$ cat src/rtl/cpu_ctrl_pkg.sv
// Shared definitions for the branch/jump redirect control path.
package cpu_ctrl_pkg;

  typedef enum logic [1:0] {
    IDLE      = 2'd0,
    WAIT_IMEM = 2'd1,
    REDIRECT  = 2'd2,
    DRAIN     = 2'd3
  } bj_state_e;

  // Low PC bits that must be zero for a legal fetch address
  localparam logic [1:0] PC_ALIGN_MASK = 2'b11;

  localparam int unsigned DEFAULT_CNT_W = 16;

endpackage

$ cat src/rtl/sat_counter.sv
// Saturating up-counter with synchronous active-high reset.
module sat_counter #(
  parameter int unsigned W = 16
) (
  input  logic         CLK,
  input  logic         RESET,
  input  logic         INC,
  output logic [W-1:0] COUNT
);

  logic [W-1:0] count_q;

  always_ff @(posedge CLK) begin
    if (RESET) begin
      count_q <= '0;
    end else if (INC && (count_q != '1)) begin
      count_q <= count_q + W'(1);
    end
  end

  assign COUNT = count_q;

endmodule

$ cat src/rtl/bj_redirect_ctrl.sv
// Sequences PC redirect and pipeline flush after branch/jump resolution in EX,
// and keeps saturating taken/resolved statistics.
module bj_redirect_ctrl
  import cpu_ctrl_pkg::*;
#(
  parameter int unsigned ADDR_W       = 32,
  parameter int unsigned FLUSH_CYCLES = 2,
  parameter int unsigned CNT_W        = DEFAULT_CNT_W
) (
  input  logic              CLK,
  input  logic              RESET,
  input  logic              BJ_VALID,
  input  logic              PC_SEL,
  input  logic              STALL_EX,
  input  logic [ADDR_W-1:0] TARGET_ADDR,
  input  logic              IMEM_BUSY,
  output logic              PC_REDIRECT,
  output logic [ADDR_W-1:0] PC_TARGET_OUT,
  output logic              FLUSH_IF_ID,
  output logic              FLUSH_ID_EX,
  output logic              BJ_STALL,
  output logic              MISALIGN,
  output logic [CNT_W-1:0]  TAKEN_COUNT,
  output logic [CNT_W-1:0]  RESOLVED_COUNT
);

  localparam logic [2:0] DRAIN_LOAD = 3'(FLUSH_CYCLES - 1);

  bj_state_e         state_q, state_d;
  logic [2:0]        drain_q, drain_d;
  logic [ADDR_W-1:0] target_q;
  logic              redirect_q, flush_if_id_q, flush_id_ex_q, stall_q, misalign_q;
  logic              accept, take;

  assign accept = (state_q == IDLE) && BJ_VALID && !STALL_EX;
  assign take   = accept && PC_SEL;

  always_comb begin
    state_d = state_q;
    drain_d = drain_q;
    case (state_q)
      IDLE:      if (take) state_d = IMEM_BUSY ? WAIT_IMEM : REDIRECT;
      WAIT_IMEM: if (!IMEM_BUSY) state_d = REDIRECT;
      REDIRECT:  state_d = (FLUSH_CYCLES > 1) ? DRAIN : IDLE;
      DRAIN: begin
        drain_d = drain_q - 3'd1;
        if (drain_q <= 3'd1) state_d = IDLE;
      end
      default:   state_d = IDLE;
    endcase
    // Drain length is armed whenever a redirect is about to issue
    if (state_d == REDIRECT) drain_d = DRAIN_LOAD;
  end

  // Outputs are registered as a decode of the state being entered
  always_ff @(posedge CLK) begin
    if (RESET) begin
      state_q       <= IDLE;
      drain_q       <= '0;
      target_q      <= '0;
      redirect_q    <= 1'b0;
      flush_if_id_q <= 1'b0;
      flush_id_ex_q <= 1'b0;
      stall_q       <= 1'b0;
      misalign_q    <= 1'b0;
    end else begin
      state_q       <= state_d;
      drain_q       <= drain_d;
      redirect_q    <= (state_d == REDIRECT);
      flush_if_id_q <= (state_d == REDIRECT) || (state_d == DRAIN);
      flush_id_ex_q <= (state_d == REDIRECT) || (state_d == WAIT_IMEM);
      stall_q       <= (state_d == WAIT_IMEM);
      misalign_q    <= take && ((TARGET_ADDR[1:0] & PC_ALIGN_MASK) != 2'b00);
      if (take) begin
        target_q <= {TARGET_ADDR[ADDR_W-1:2], TARGET_ADDR[1:0] & ~PC_ALIGN_MASK};
      end
    end
  end

  sat_counter #(.W(CNT_W)) u_taken_cnt (
    .CLK   (CLK),
    .RESET (RESET),
    .INC   (take),
    .COUNT (TAKEN_COUNT)
  );

  sat_counter #(.W(CNT_W)) u_resolved_cnt (
    .CLK   (CLK),
    .RESET (RESET),
    .INC   (accept),
    .COUNT (RESOLVED_COUNT)
  );

  assign PC_REDIRECT   = redirect_q;
  assign PC_TARGET_OUT = target_q;
  assign FLUSH_IF_ID   = flush_if_id_q;
  assign FLUSH_ID_EX   = flush_id_ex_q;
  assign BJ_STALL      = stall_q;
  assign MISALIGN      = misalign_q;

endmodule

$ cat config.mk
export PLATFORM = sky130hd
export DESIGN_NAME = bj_redirect_ctrl
export DESIGN_NICKNAME = d
export VERILOG_FILES = /design/src/rtl/cpu_ctrl_pkg.sv /design/src/rtl/sat_counter.sv /design/src/rtl/bj_redirect_ctrl.sv
export SDC_FILE = /design/constraint.sdc
export NUM_CORES = 1
export LEC_CHECK = 0
export CAP_MARGIN = 5
export CELL_PAD_IN_SITES_DETAIL_PLACEMENT = 1
export CELL_PAD_IN_SITES_GLOBAL_PLACEMENT = 1
export CORE_MARGIN = 1
export CORE_UTILIZATION = 33
export CTS_CLUSTER_DIAMETER = 50
export CTS_CLUSTER_SIZE = 30
export DETAILED_ROUTE_END_ITERATION = 6
export PLACE_DENSITY = 0.78
export REMOVE_ABC_BUFFERS = 1
export SLEW_MARGIN = 20
export SYNTH_ARGS = -nofsm -noshare
export SYNTH_HDL_FRONTEND = slang
export SYNTH_SLANG_ARGS = --single-unit
$ cat constraint.sdc
create_clock -name CLK -period 2.93 [get_ports CLK]
set_input_delay 0.293 -clock CLK [delete_from_list [all_inputs] [get_ports CLK]]
set_output_delay 0.293 -clock CLK [all_outputs]
set_load 0.005 [all_outputs]
Word-level counts from Yosys, hierarchy flattened
Cells that the tools add are included.
{"block": "totals", "ff_bits": 72, "word_cells": 43, "ram_bits": 0, "romBits": 0, "mem_count": 0, "out_inout_bits": 69, "latchBits": 0}
{"block": "classes", "div_mod_pow": 0, "muxes": 7, "mul": 0, "shifts": 0, "eq_ne": 8, "addsub": 3, "reduce_logical": 13, "n_lt_le_gt_ge": 1, "n_bitwise": 0}
{"op": "16-bit by 1-bit adder with 16-bit output, second input constant", "n": 2}
{"op": "16-bit != test, second input constant", "n": 2}
{"op": "2-bit equality test, second input constant", "n": 4}
{"op": "2-bit two-way mux", "n": 4}
{"op": "2-bit case mux with 4 select lines", "n": 1}
{"op": "1-bit logical AND", "n": 6}
{"op": "2-bit by 1-bit equality test with 1-bit output, second input constant", "n": 2}
{"op": "2-bit nonzero test", "n": 2}
{"op": "3-bit by 1-bit <= comparator with 1-bit output, second input constant", "n": 1}
{"op": "3-bit by 1-bit subtractor with 3-bit output, second input constant", "n": 1}
{"op": "2-bit zero test", "n": 1}
{"op": "1-bit logical OR", "n": 2}
{"op": "1-bit two-way mux", "n": 2}
{"op": "2-bit OR reduction", "n": 1}
{"op": "1-bit zero test", "n": 1}

Longest topological paths before layout
Gate-level depths: netlist (run 1).
{"block": "logic_depth", "depth_word": 8, "mapped_depth": 9, "mapped_depth_nobuf": 9}

Cells and area by module
Synthesis (run 1) repeated with hierarchy kept, for this count alone.
{"block": "unflattened", "cells_unflattened": 381, "hier_area_um2": 3423.3}
{"module": "bj_redirect_ctrl", "instances": 1, "area_per_inst_um2": 1726.7, "cells_each": 183}
{"module": "sat_counter", "instances": 2, "area_per_inst_um2": 848.3, "cells_each": 99}

Worst setup path after synthesis (run 1)
No wires, ideal clock.
{"block": "synth_path", "kind": "flip-flop to flip-flop", "start": "reg state_q[1]", "end": "reg u_resolved_cnt.count_q[14] (netlist: u_resolved_cnt.COUNT[14])", "setup_ps": 70, "t_arrival_ps": 2052, "path_buffers": 2, "path_stages_with_launch": 7, "setup_slack_ps": 807, "path_cell_list": "dfxtp_1 buf_6 or4b_1 buf_2 or3_4 or4_1 a21oi_1"}
{"block": "synth_between", "elab_chain_cells": 4}
{"element": "start, declared", "line_no": "bj_redirect_ctrl.sv:29", "rtl": "bj_state_e state_q, state_d;"}
{"element": "start signal, assigned", "line_no": "bj_redirect_ctrl.sv:67", "rtl": "state_q <= state_d;"}
{"element": "2-bit zero test", "line_no": "bj_redirect_ctrl.sv:35", "rtl": "assign accept = (state_q == IDLE) && BJ_VALID && !STALL_EX;"}
{"element": "1-bit logical AND (2 in series)", "line_no": "bj_redirect_ctrl.sv:35"}
{"element": "1-bit logical AND", "line_no": "sat_counter.sv:16", "rtl": "end else if (INC && (count_q != '1)) begin"}
{"element": "end signal, assigned", "line_no": "sat_counter.sv:17", "rtl": "count_q <= count_q + W'(1);"}
{"element": "end, declared", "line_no": "sat_counter.sv:11", "rtl": "logic [W-1:0] count_q;"}
No other way between the ends.
A chain may end at the register's enable or synchronous reset.

Worst setup path in the final report (run 1)
Same ends and word-level chain as after synthesis.

==> out/results.tsv, run 1 <==
metric	value	unit
path_delay_family	simple AND/OR/NAND/NOR gates	
wl_per_cell	15.02	um
cp.depth	4	
numClockSinks	72	
synth_seq_cells	72	
hold_violations	0	
synthArstFlopShare	0	%
synth_area_leaders	dfxtp_1 45%, nand2_1 9.1%, a21oi_1 8.3%, mux2_2 2.8%, o31ai_1 2.8%	
hold_path_end	PC_TARGET_OUT[27]	
start_kind	flip-flop	
p_sw	0.0005024	W
synth_top_area_cell	dfxtp_1	
initial_core_util	34.38	%
dieArea	10070	sq um
critPathCaptureType	flip-flop	
p_int	0.001858	W
path_buf_inv	0	
met3_usage	3.273	%
p_sw_share	21.28	%
clk_latency	0.34	ns
die_y	100.3	um
grt_pass1_wl	15.44	mm
grt_usage	19.18	%
cts_tree	done	
holdPathStages	2	
setup_tns	0	ns
path_cells	or4b_1 -> or3_4 -> or4_1 -> a21oi_1	
gr-usage-met2	34.35	%
grt.overflow.total	0	
gp_congestion	0.7546	
seq_area_frac_synth	45.16	%
path_clk_slew	0.08	ns
period_minus_slack	2.167	ns
core-area	9284	sq um
h-tree-depth	3	
r2r-start	state_q[1]	
ys.flop_type	dfxtp_1	
drc	0	
ios	107	
cpPeakStageDelay	0.60	ns
synthDistinctLibCells	45	
worst_pin_slew	0.7163	ns
antenna_found_initial	0	
vdd_drop_max	0.2575	mV
p_comb_share	8.6	%
place_inst	603	
grt_max_degree	39	
hp-class	flip-flop to flip-flop	
arrival	2.44	ns
numCtsBuffers	9	
fmax	461.5	MHz
grt_pass1_vias	3196	
area_growth	45.75	%
synth_top_area_share	45.16	%
cp.required	3.21	ns
slew_violations	0	
final_common_cell	clkdlybuf4s50_1	
hold_start	PC_TARGET_OUT[27]	
maxCapViolations	0	
hold_buffers	0	
pwr_density_cell	507.4	nW/um^2
root_buffer	clkbuf_8	
ant_nets	0	
dp_hpwl	6.616	mm
syn_area	3192	sq um
yosys_warnings	0	
hold_slack	0.4552	ns
setup_violations	0	
power.leakage	1.585	nW
slowest_stage	or4b_1	
drt_iter0_markers	78	
skew	0.006015	ns
path_class	flip-flop to flip-flop	
status	complete, no violations	
worstReg2RegEnd	u_resolved_cnt.COUNT[14]	
nNetsFinal	530	
reg2reg_depth	4	
use_met1	23.05	%
crit_fanout	10	
cts.path.max_buffers	2	
fin_crit_sh	73.95	%
routed_wl	9.299	mm
cts.repair.resized	0	
n_antenna_cell	0	
cts_setup_buffers	0	
finalNonFillerCells	619	
num_rows	35	
place.port_buffers	104	
ff2ff_setup_slack	0.76	ns
p_seq_share	43.3	%
mostFrequentLayoutCells	103 x clkdlybuf4s50_1, 77 x nand2_1, 72 x dfxtp_1	
relSlewSlack	51.85	%
synth-edff-count	0	
first_pass_iters	4	
clockPowerShare	48.0	%
grt-busiest-layer	met2	
viasPerCell	5.160	
syn_inst	383	
syn-mean-instance-area	8.334	sq um
rsz0062_at_grt	false	
drive_gt1_share	7.959	%
vias	3194	
fillers	1119	
die_x	100.3	um
layout make-up:
cell class	instances	area, sq um	share of cell area [%]
clock inverters	7	167.7	3.604
multi-input cells	280	1624	34.91
flip-flops and latches	72	1441	30.98
clock buffers	9	123.9	2.663
inverters	10	37.54	0.8069
well taps	129	161.4	3.470
repair buffers	112	1096	23.56
worst max path at each step:
stage                                       start                  endpoint  slack (ns)
final                                  state_q[1]  u_resolved_cnt.COUNT[14]        0.76
after global routing      u_resolved_cnt.COUNT[0]   u_resolved_cnt.COUNT[1]        0.59
after CTS                              state_q[1]  u_resolved_cnt.COUNT[14]        0.73
after detailed placement                 STALL_EX  u_resolved_cnt.COUNT[14]        0.50
after global placement                   STALL_EX  u_resolved_cnt.COUNT[14]        0.54
after floorplan           u_resolved_cnt.COUNT[0]   u_resolved_cnt.COUNT[5]        0.26
worst register-to-register path, stage by stage (launching register included):
cell and delay, ns:
dfxtp_1 0.42, or4b_1 0.60, or3_4 0.44, or4_1 0.48, a21oi_1 0.16
flip-flops by register name, indices dropped and copies added (netlist names):
| name | flops |
|---|---|
| BJ_STALL | 1 |
| FLUSH_ID_EX | 1 |
| FLUSH_IF_ID | 1 |
| MISALIGN | 1 |
| PC_REDIRECT | 1 |
| PC_TARGET_OUT | 30 |
| drain_q | 3 |
| state_q | 2 |
| u_resolved_cnt.COUNT | 16 |
| u_taken_cnt.COUNT | 16 |
metrics by stage:
step / total power (W) / instance area, sq um / util, % / worst slack, ns
final: 0.002361 / 4652 / 50.11 / 0.7633
after global routing: 0.002464 / 4652 / 50.11 / 0.5936
after CTS: 0.002392 / 4652 / 50.11 / 0.7345
after detailed placement: 0.001251 / 4360 / 46.97 / 0.4951
after global placement: 0.001245 / 4360 / 46.97 / 0.5419
after floorplan: 0.001111 / 3097 / - / 0.2570
kinds of logic after synthesis:
logic type                 after synthesis  synth area share (%)
DFF                                     72                 45.16
and+or+nand+nor                        168                 26.58
AOI/OAI and AO/OA                       91                 17.13
buffers and inverters                   32                 4.272
xor gates and xnor gates                 2                0.5489
adders and majority gates                7                 2.744
muxes                                   10                 3.450
other                                    1                0.1175
power groups by stage:
stage               clock network (W)  logic (W)  registers, W
floorplan                           0  0.0000665       0.00104
global placement                    0   0.000201       0.00104
detailed placement                  0   0.000205       0.00105
CTS                           0.00116   0.000207       0.00102
global route                  0.00121   0.000226       0.00103
finish                        0.00113   0.000204       0.00102
synth_stat cells (all sizes together), types with 2 or more instances:
master and n:
clkbuf 17, nand4 9, or3 3, dfxtp 72, mux2 8, mux2i 2
xnor2 2, nor2b 11, o41ai 4, a211oi 5, inv 10, nor2 18
buf 5, o311ai 2, and2 3, o21ai 6, nor3b 2, or4 12
or2 3, ha 7, nor4 3, o31ai 12, nand2 77, and4 3
a31oi 3, nand3 10, a21oi 53, and3 6, nor3 4
metal layers:
layer,wire length [um],share of wire (%),vias to the layer above
li1,-,-,1562
met1,4131,44,1549
met2,4679,50,73
met3,369,4.0,10
met4,118,1.3,0
met5,0,0,-
No activity file was read; power rests on OpenSTA's default activity.
==> inputs of run 2 (changes only) <==
clock period = 2.3 ns   (was 2.93 ns; I/O delays follow)
==> out/results.tsv, run 2 (synthesis gave the netlist of run 1 again) <==
metric	value	unit
initial_core_util	34.38	%
grt_pass1_wl	15.46	mm
gr-usage-met2	35.62	%
cts_setup_buffers	0	
dieArea	10070	sq um
start_kind	primary input	
wl_per_cell	15.42	um
area_growth	45.67	%
grt_pass1_vias	3292	
ant_nets	0	
cp.required	2.52	ns
hp-class	primary input to flip-flop	
finalCoreUtilization	50.08	%
slew_violations	0	
drc	0	
ios	107	
fin_crit_sh	93.31	%
die_x	100.3	um
largest_reg_flops	30	
final_common_cell	clkdlybuf4s50_1	
fin_total_pwr	0.002608	W
vdd_drop_max	0.2459	mV
cp.depth	7	
use_met1	22.21	%
gp_congestion	0.7725	
pwr_density_cell	560.9	nW/um^2
path_cells	clkdlybuf4s50_1 -> buf_4 -> nor4b_4 -> buf_4 -> nand4_1 -> a2111oi_0 -> mux2_2	
worstReg2RegEnd	u_taken_cnt.COUNT[9]	
grt.overflow.total	0	
crit_end	u_taken_cnt.COUNT[9]	
core-area	9284	sq um
ff2ff_setup_slack	0.16	ns
power.leakage	1.593	nW
dp_hpwl	7.074	mm
hold_buffers	0	
place.port_buffers	104	
antenna_found_initial	0	
numCtsBuffers	9	
grt_usage	19.32	%
numClockSinks	72	
path_clk_slew	0.08	ns
drive_gt1_share	9.800	%
status	complete, no violations	
cpPeakStageDelay	0.54	ns
h-tree-depth	3	
hold_violations	0	
path_delay_family	buffers and inverters	
maxCapViolations	0	
arrival	2.37	ns
finalNonFillerCells	629	
cts.path.max_buffers	2	
vias	3263	
reg2reg_depth	5	
clk_latency	0.35	ns
n_antenna_cell	0	
r2r-start	state_q[0]	
path_buf_inv	3	
setup_tns	0	ns
post-route-cell-area	4649	sq um
place_inst	613	
nNetsFinal	540	
die_y	100.3	um
drt_iter0_markers	36	
crit_top_cell	buf_4	
cts.repair.resized	0	
mostFrequentLayoutCells	103 x clkdlybuf4s50_1, 77 x nand2_1, 72 x dfxtp_1	
routed_wl	9.699	mm
period_minus_slack	2.146	ns
root_buffer	clkbuf_8	
grt-busiest-layer	met2	
crit_fanout	4	
fmax	466.0	MHz
num_rows	35	
grt_max_degree	32	
path_class	primary input to flip-flop	
startpoint	STALL_EX	
critPathCaptureType	flip-flop	
post_dp_cell_area	4448	sq um
skew	0.01304	ns
rsz0062_at_grt	false	
setup_violations	0	
met3_usage	3.273	%
viasPerCell	5.188	
cts_tree	done	
slowest_stage	a2111oi_0	
first_pass_iters	4	
relSlewSlack	64.29	%
worst_pin_slew	0.5221	ns
-- run 2: cell count changes in the layout (fill, tap and decap cells not counted) --
cell / previous run / this run
buf_4: 8 / 17
clkinv_4: 2 / 1
clkinv_2: 0 / 1
bufinv_16: 5 / 1
clkinvlp_4: 0 / 1
buf_12: 0 / 1
inv_6: 0 / 3
-- run 2: area by class of cell --
cell class | instances | area [sq um]
Clock buffer | 9 | 123.9
Clock inverter | 7 | 77.57
Fill cell | 1122 | 4634
Inverter | 10 | 37.54
Multi-Input combinational cell | 280 | 1624
Sequential cell | 72 | 1441
Tap cell | 129 | 161.4
Timing Repair Buffer | 122 | 1184
-- run 2: worst min path at each step --
stage               cells past startpoint               from  slack [ns]                     to
detailed placement                      2  PC_TARGET_OUT[14]        0.45      PC_TARGET_OUT[14]
CTS                                     2              RESET        0.31  u_taken_cnt.COUNT[13]
global route                            2              RESET        0.35  u_taken_cnt.COUNT[11]
floorplan                               1              RESET        0.30            FLUSH_ID_EX
finish                                  2              RESET        0.32  u_taken_cnt.COUNT[13]
global placement                        2  PC_TARGET_OUT[29]        0.44      PC_TARGET_OUT[29]
-- run 2: metal layers --
layer / up-vias / share of wire (%)
li1: 1582 / -
met1: 1588 / 44
met2: 81 / 51
met3: 12 / 4.1
met4: 0 / 1.4
met5: - / 0
-- run 2: worst reg2reg max path: stages (launching register included) --
cell and delay (ns):
dfxtp_1 0.38, nor4b_4 0.39, buf_4 0.19, nand4_1 0.13, a2111oi_0 0.54, mux2_2 0.39
-- run 2: stage by stage --
step	hold WS (ns)	worst slack [ns]
after floorplan	0.2967	-0.3730
after global placement	0.4417	-0.00006106
after detailed placement	0.4471	-0.2066
after CTS	0.3114	0.1372
after global routing	0.3535	0.1107
final	0.3152	0.1539
-- run 2: power by group --
group	total [W]	internal, W	switching, W
combinational	0.000276	0.000154	0.000123
sequential	0.00130	0.00128	0.0000211
clock	0.00103	0.000513	0.000519
total	0.00261	0.00195	0.000663
==> inputs of run 3 (changes only) <==
SKIP_LAST_GASP = 1   (was unset)
==> results of run 3 <==
Same layout as run 2: the final DEF is identical, and so are final timing and power.
